## src/rtl/pfa_pkg.sv

```systemverilog
// Shared types and helpers for the pipelined Kogge-Stone adder/subtractor.
// Group (generate, propagate) pairs are packed as {G, P}.
package pfa_pkg;

    typedef enum logic {
        OP_ADD = 1'b0,
        OP_SUB = 1'b1
    } op_e;

    // Number of Kogge-Stone levels needed to span width bits: ceil(log2(width)).
    function automatic int prefix_levels(input int width);
        int lv;
        lv = 0;
        while ((1 << lv) < width) lv++;
        return lv;
    endfunction

    // Prefix operator: hi covers the more significant span, lo the span just below it.
    function automatic logic [1:0] gp_combine(input logic [1:0] hi, input logic [1:0] lo);
        return {hi[1] | (hi[0] & lo[1]), hi[0] & lo[0]};
    endfunction

endpackage

```

## src/rtl/pfa_prefix_tree.sv

```systemverilog
// Combinational Kogge-Stone carry tree; the carry-in enters as a generate
// at position -1, and the tree is truncated when WIDTH is not a power of two.
module pfa_prefix_tree
    import pfa_pkg::*;
#(
    parameter int WIDTH = 32
) (
    input  logic [WIDTH-1:0] g,
    input  logic [WIDTH-1:0] p,
    input  logic             c0,
    output logic [WIDTH-1:0] carry,
    output logic             cout
);

    localparam int LEVELS = prefix_levels(WIDTH);

    logic [WIDTH-1:0] gc, pc, gn, pn, gi;

    // NOTE: every variable written here gets a value on every path before use, so no latch is inferred.
    always_comb begin
        gc = g;
        pc = p;
        gn = g;
        pn = p;
        for (int l = 0; l < LEVELS; l++) begin
            gn = gc;
            pn = pc;
            for (int i = 0; i < WIDTH; i++) begin
                if (i >= (1 << l)) begin
                    {gn[i], pn[i]} = gp_combine({gc[i], pc[i]},
                                                {gc[i - (1 << l)], pc[i - (1 << l)]});
                end
            end
            gc = gn;
            pc = pn;
        end
        // gc/pc now hold G[i:0]/P[i:0]; folding c0 yields G[i:-1].
        gi = gc | (pc & {WIDTH{c0}});
    end

    assign carry = {gi[WIDTH-2:0], c0};
    assign cout  = gi[WIDTH-1];

endmodule

```

## src/rtl/pfa_pipe_param.sv

```systemverilog
// 3-stage pipelined Kogge-Stone adder/subtractor with valid/ready backpressure:
// operand conditioning + g/p, prefix carries, then sum/overflow output register.
module pfa_pipe_param
    import pfa_pkg::*;
#(
    parameter int WIDTH = 32,
    parameter int TAG_W = 4
) (
    input  logic             clk,
    input  logic             reset,
    input  logic             in_valid,
    output logic             in_ready,
    input  logic [WIDTH-1:0] in_a,
    input  logic [WIDTH-1:0] in_b,
    input  logic             in_cin,
    input  op_e              in_op,
    input  logic [TAG_W-1:0] in_tag,
    output logic             out_valid,
    input  logic             out_ready,
    output logic [WIDTH-1:0] out_sum,
    output logic             out_cout,
    output logic             out_ovf,
    output logic [TAG_W-1:0] out_tag
);

    logic             v1, v2;
    logic             adv1, adv2, adv3;
    logic [WIDTH-1:0] b_eff;
    logic             c0_in;

    logic [WIDTH-1:0] s1_g, s1_p;
    logic             s1_c0, s1_amsb, s1_bmsb;
    logic [TAG_W-1:0] s1_tag;

    logic [WIDTH-1:0] s2_c, s2_p;
    logic             s2_cout, s2_amsb, s2_bmsb;
    logic [TAG_W-1:0] s2_tag;

    logic [WIDTH-1:0] tree_carry, sum3;
    logic             tree_cout, ovf3;

    // A stage loads when it is empty or its content moves on this cycle.
    assign adv3     = !out_valid || out_ready;
    assign adv2     = !v2 || adv3;
    assign adv1     = !v1 || adv2;
    assign in_ready = adv1;

    assign b_eff = (in_op == OP_SUB) ? ~in_b : in_b;
    assign c0_in = (in_op == OP_SUB) ? 1'b1 : in_cin;

    pfa_prefix_tree #(.WIDTH(WIDTH)) u_tree (
        .g     (s1_g),
        .p     (s1_p),
        .c0    (s1_c0),
        .carry (tree_carry),
        .cout  (tree_cout)
    );

    assign sum3 = s2_p ^ s2_c;
    assign ovf3 = (s2_amsb == s2_bmsb) && (sum3[WIDTH-1] != s2_amsb);

    // NOTE: sequential state uses non-blocking assignments so every stage samples pre-edge values.
    always_ff @(posedge clk or posedge reset) begin
        if (reset) begin
            // NOTE: data registers are cleared along with the valids so outputs read zero after reset.
            v1        <= 1'b0;
            s1_g      <= '0;
            s1_p      <= '0;
            s1_c0     <= 1'b0;
            s1_amsb   <= 1'b0;
            s1_bmsb   <= 1'b0;
            s1_tag    <= '0;
            v2        <= 1'b0;
            s2_c      <= '0;
            s2_p      <= '0;
            s2_cout   <= 1'b0;
            s2_amsb   <= 1'b0;
            s2_bmsb   <= 1'b0;
            s2_tag    <= '0;
            out_valid <= 1'b0;
            out_sum   <= '0;
            out_cout  <= 1'b0;
            out_ovf   <= 1'b0;
            out_tag   <= '0;
        end else begin
            if (adv1) begin
                v1 <= in_valid;
                if (in_valid) begin
                    s1_g    <= in_a & b_eff;
                    s1_p    <= in_a ^ b_eff;
                    s1_c0   <= c0_in;
                    s1_amsb <= in_a[WIDTH-1];
                    s1_bmsb <= b_eff[WIDTH-1];
                    s1_tag  <= in_tag;
                end
            end
            if (adv2) begin
                v2 <= v1;
                if (v1) begin
                    s2_c    <= tree_carry;
                    s2_p    <= s1_p;
                    s2_cout <= tree_cout;
                    s2_amsb <= s1_amsb;
                    s2_bmsb <= s1_bmsb;
                    s2_tag  <= s1_tag;
                end
            end
            if (adv3) begin
                out_valid <= v2;
                if (v2) begin
                    out_sum  <= sum3;
                    out_cout <= s2_cout;
                    out_ovf  <= ovf3;
                    out_tag  <= s2_tag;
                end
            end
        end
    end

endmodule
```

## config.mk

```make
export PLATFORM = sky130hd
export DESIGN_NAME = pfa_pipe_param
export DESIGN_NICKNAME = d
export VERILOG_FILES = /design/src/rtl/pfa_pkg.sv /design/src/rtl/pfa_prefix_tree.sv /design/src/rtl/pfa_pipe_param.sv
export SDC_FILE = /design/constraint.sdc
export NUM_CORES = 1
export LEC_CHECK = 0
export CORE_ASPECT_RATIO = 0.7
export CORE_MARGIN = 5
export CORE_UTILIZATION = 54
export CTS_CLUSTER_DIAMETER = 100
export DETAILED_ROUTE_END_ITERATION = 6
export PLACE_DENSITY = 0.89
export SYNTH_ARGS = -nofsm -noshare
export SYNTH_HDL_FRONTEND = slang
export SYNTH_SLANG_ARGS = --single-unit
```

## constraint.sdc

```tcl
create_clock -name clk -period 7.8 [get_ports clk]
set_input_delay 1.17 -clock clk [delete_from_list [all_inputs] [get_ports clk]]
set_output_delay 1.17 -clock clk [all_outputs]
set_load 0.05 [all_outputs]
```

==> flow_summary.json <==
{
  "yosysWarnings": 0,
  "hold_path_class": "register to register",
  "drc": 0,
  "crit_path_max_fanout": 3,
  "grt_max_degree": 108,
  "cp.required_ns": 6.63,
  "slowest_delay_ns": 0.83,
  "critical_path_arrival_ns": 2.67,
  "hold_viol": 0,
  "cap_violations": 0,
  "ctsHoldBuffers": 0,
  "area.growth.synth_to_final_pct": 21.4,
  "worstMarginPinSlew_ns": 1.03,
  "finalCritPeriodShare_pct": 49.2,
  "totalWireLength_um": 19300,
  "nets": 1048,
  "die_w_um": 162,
  "finClkSkew_ns": 0.00856,
  "clock_latency_ns": 0.43,
  "dieArea_um2": 18900,
  "holdWs_ns": 0.469,
  "yosysSeqAreaShare_pct": 52.3,
  "end_kind": "output port",
  "yosysMostFrequentCell": "nand2_1",
  "drt_iter0_markers": 649,
  "antenna_cells": 0,
  "fin_crit_ns": 3.84,
  "crit_path_top_delay_cell": "clkdlybuf4s50_1",
  "routedWlPerCell_um": 16.6,
  "pre_cts_slack_ns": 3.97,
  "cpMostUsedCell": "clkdlybuf4s50_1",
  "boundaryPins": 114,
  "ir_drop_v": 0.000169,
  "async_reset_ff_share_pct": 100,
  "outcome": "finished, final reports clean",
  "grt_pass1_wl_um": 32200,
  "clkTransAtPathRegs_ns": 0.06,
  "stdcell_area_um2": 10600,
  "vias": 6472,
  "start_util_pct": 54.4,
  "die_h_um": 117,
  "finalMaxSlewViolations": 0,
  "root_buffer": "clkbuf_16",
  "crit_path_start_kind": "input port",
  "cts.sinks": 183,
  "drtPass1Iterations": 5,
  "setup_viol": 0,
  "htreeDepth": 4,
  "synth_edf_count": 0,
  "synth_area_per_cell_um2": 10.3,
  "grt_pass1_vias": 6345,
  "power.total_mw": 3.61,
  "synth_area_um2": 8760,
  "rsz0062_at_grt": "no",
  "place_hpwl_um": 13400,
  "crit_type": "input port to output port",
  "port_buffers": 113,
  "synth_largest_area_cell": "dfrtp_1",
  "overflow": 0,
  "cts_resized": 0,
  "p_per_area_nw_per_um2": 340,
  "grtUsageTotal_pct": 21.3,
  "fin_tns_setup_ns": 0,
  "crit_start": "out_ready",
  "maxSlewHeadroom_pct": 31.6,
  "ys_top_cells_by_area": "dfrtp_1 52%, mux2_2 9.8%, nand2_1 8.6%",
  "synth.distinct_cells": 56,
  "fmax_mhz": 261,
  "ys_ff_latch": 183,
  "rows": 39,
  "p_leak_nw": 4.80,
  "synthFlopType": "dfrtp_1",
  "antenna_left": 0,
  "hp-start": "s1_tag[3]$_DFFE_PP0P_",
  "yosysTopAreaCellShare_pct": 52.3,
  "via_per_inst": 5.58,
  "syn_inst": 847,
  "dpl_cell_area_um2": 10000,
  "layout-drive-gt1-share_pct": 13.6,
  "antenna_found_initial": 0,
  "place_congestion": 0.901,
  "clockBufferDepth": 2,
  "yosys-top-cells-count": "201 x nand2_1, 183 x dfrtp_1, 76 x mux2_2, 71 x o21ai_0, 39 x a21oi_1",
  "reg2reg_from": "v2$_DFFE_PP0P_",
  "cts_tree": "built",
  "crit_chain": "clkdlybuf4s50_1, nand4b_1, clkdlybuf4s50_1",
  "core_area_um2": 16100,
  "syn_nets": 953,
  "worst_slack_ns": 3.96,
  "postCtsSetupRepairBufs": 0,
  "cts_buffers": 17
}
worst paths after layout:
check / end / slack (ns) / cells after the start
min: s2_tag[3]$_DFFE_PP0P_ / 0.47 / 2
min reg2reg: s2_tag[3]$_DFFE_PP0P_ / 0.47 / 2
max in group asynchronous: s2_bmsb$_DFFE_PP0P_ / 4.93 / 3
max: in_ready / 3.96 / 3
max reg2reg: s2_cout$_DFFE_PP0P_ / 5.57 / 7
min in group asynchronous: s1_g[7]$_DFFE_PP0P_ / 1.34 / 2
cell type report:
| class | count | area [um2] |
|---|---|---|
| clock buffers | 19 | 453 |
| clock inverters | 13 | 168 |
| fillers | 1254 | 5470 |
| inverters | 5 | 23.8 |
| multi-input cells | 617 | 3990 |
| flip-flops and latches | 183 | 4580 |
| well taps | 205 | 256 |
| repair buffers | 118 | 1160 |
metrics by stage:
| step | cells | utilization, % |
|---|---|---|
| after global routing | 1160 | 66.0 |
| after global placement | 1128 | 62.2 |
| after CTS | 1160 | 66.0 |
| final | 1160 | 66.0 |
| after floorplan | 847 | - |
| after detailed placement | 1128 | 62.2 |
registers in the layout, indices dropped and copies added, names as in the netlist:
register	flops
s1_amsb	1
out_tag	4
s1_c0	1
s2_cout	1
s2_p	32
s2_tag	4
s1_bmsb	1
s1_tag	4
s2_bmsb	1
v1	1
out_cout	1
s2_c	32
s1_g	32
out_ovf	1
out_valid	1
out_sum	32
v2	1
s1_p	32
s2_amsb	1
placed cells by master, fill, tap and decap left out, types with 32 or more instances in the layout:
cell type	instances
nand2_1	198
dfrtp_1	183
clkdlybuf4s50_1	112
mux2_2	76
o21ai_0	71
a21oi_1	39
nor2_1	38
xor2_1	32
xnor2_1	32
ha_1	32
power by group:
group          internal [mW]  leakage (nW)  switching, mW  total, mW
clock network          0.525         0.301          0.368      0.893
registers               1.23          2.23          0.250       1.48
logic                  0.490          2.27          0.746       1.24
cells by family after synthesis:
| logic type | Yosys count | share of synthesized area [%] |
|---|---|---|
| AND/OR/NAND/NOR | 286 | 13.6 |
| flip-flops | 183 | 52.3 |
| AO/OA/AOI/OAI | 158 | 11.0 |
| multiplexers | 77 | 9.89 |
| XOR/XNOR | 64 | 6.40 |
| buffers and inverters | 47 | 2.26 |
| adder cells (fa/ha/maj) | 32 | 4.57 |
worst max-delay path, delay by kind of cell:
family | cells | cell delay (ns)
buffers and inverters | 2 | 1.32
and+or+nand+nor | 1 | 0.18
routing by layer:
| layer | vias up | global-route usage [%] | wire (um) |
|---|---|---|---|
| li1 | 3074 | - | - |
| met1 | 3109 | 30.4 | 9030 |
| met2 | 258 | 32.9 | 8690 |
| met3 | 31 | 5.89 | 1360 |
| met4 | 0 | 5.30 | 214 |
| met5 | - | 0 | 0 |
Note: power is estimated with default switching activity, not from simulation.
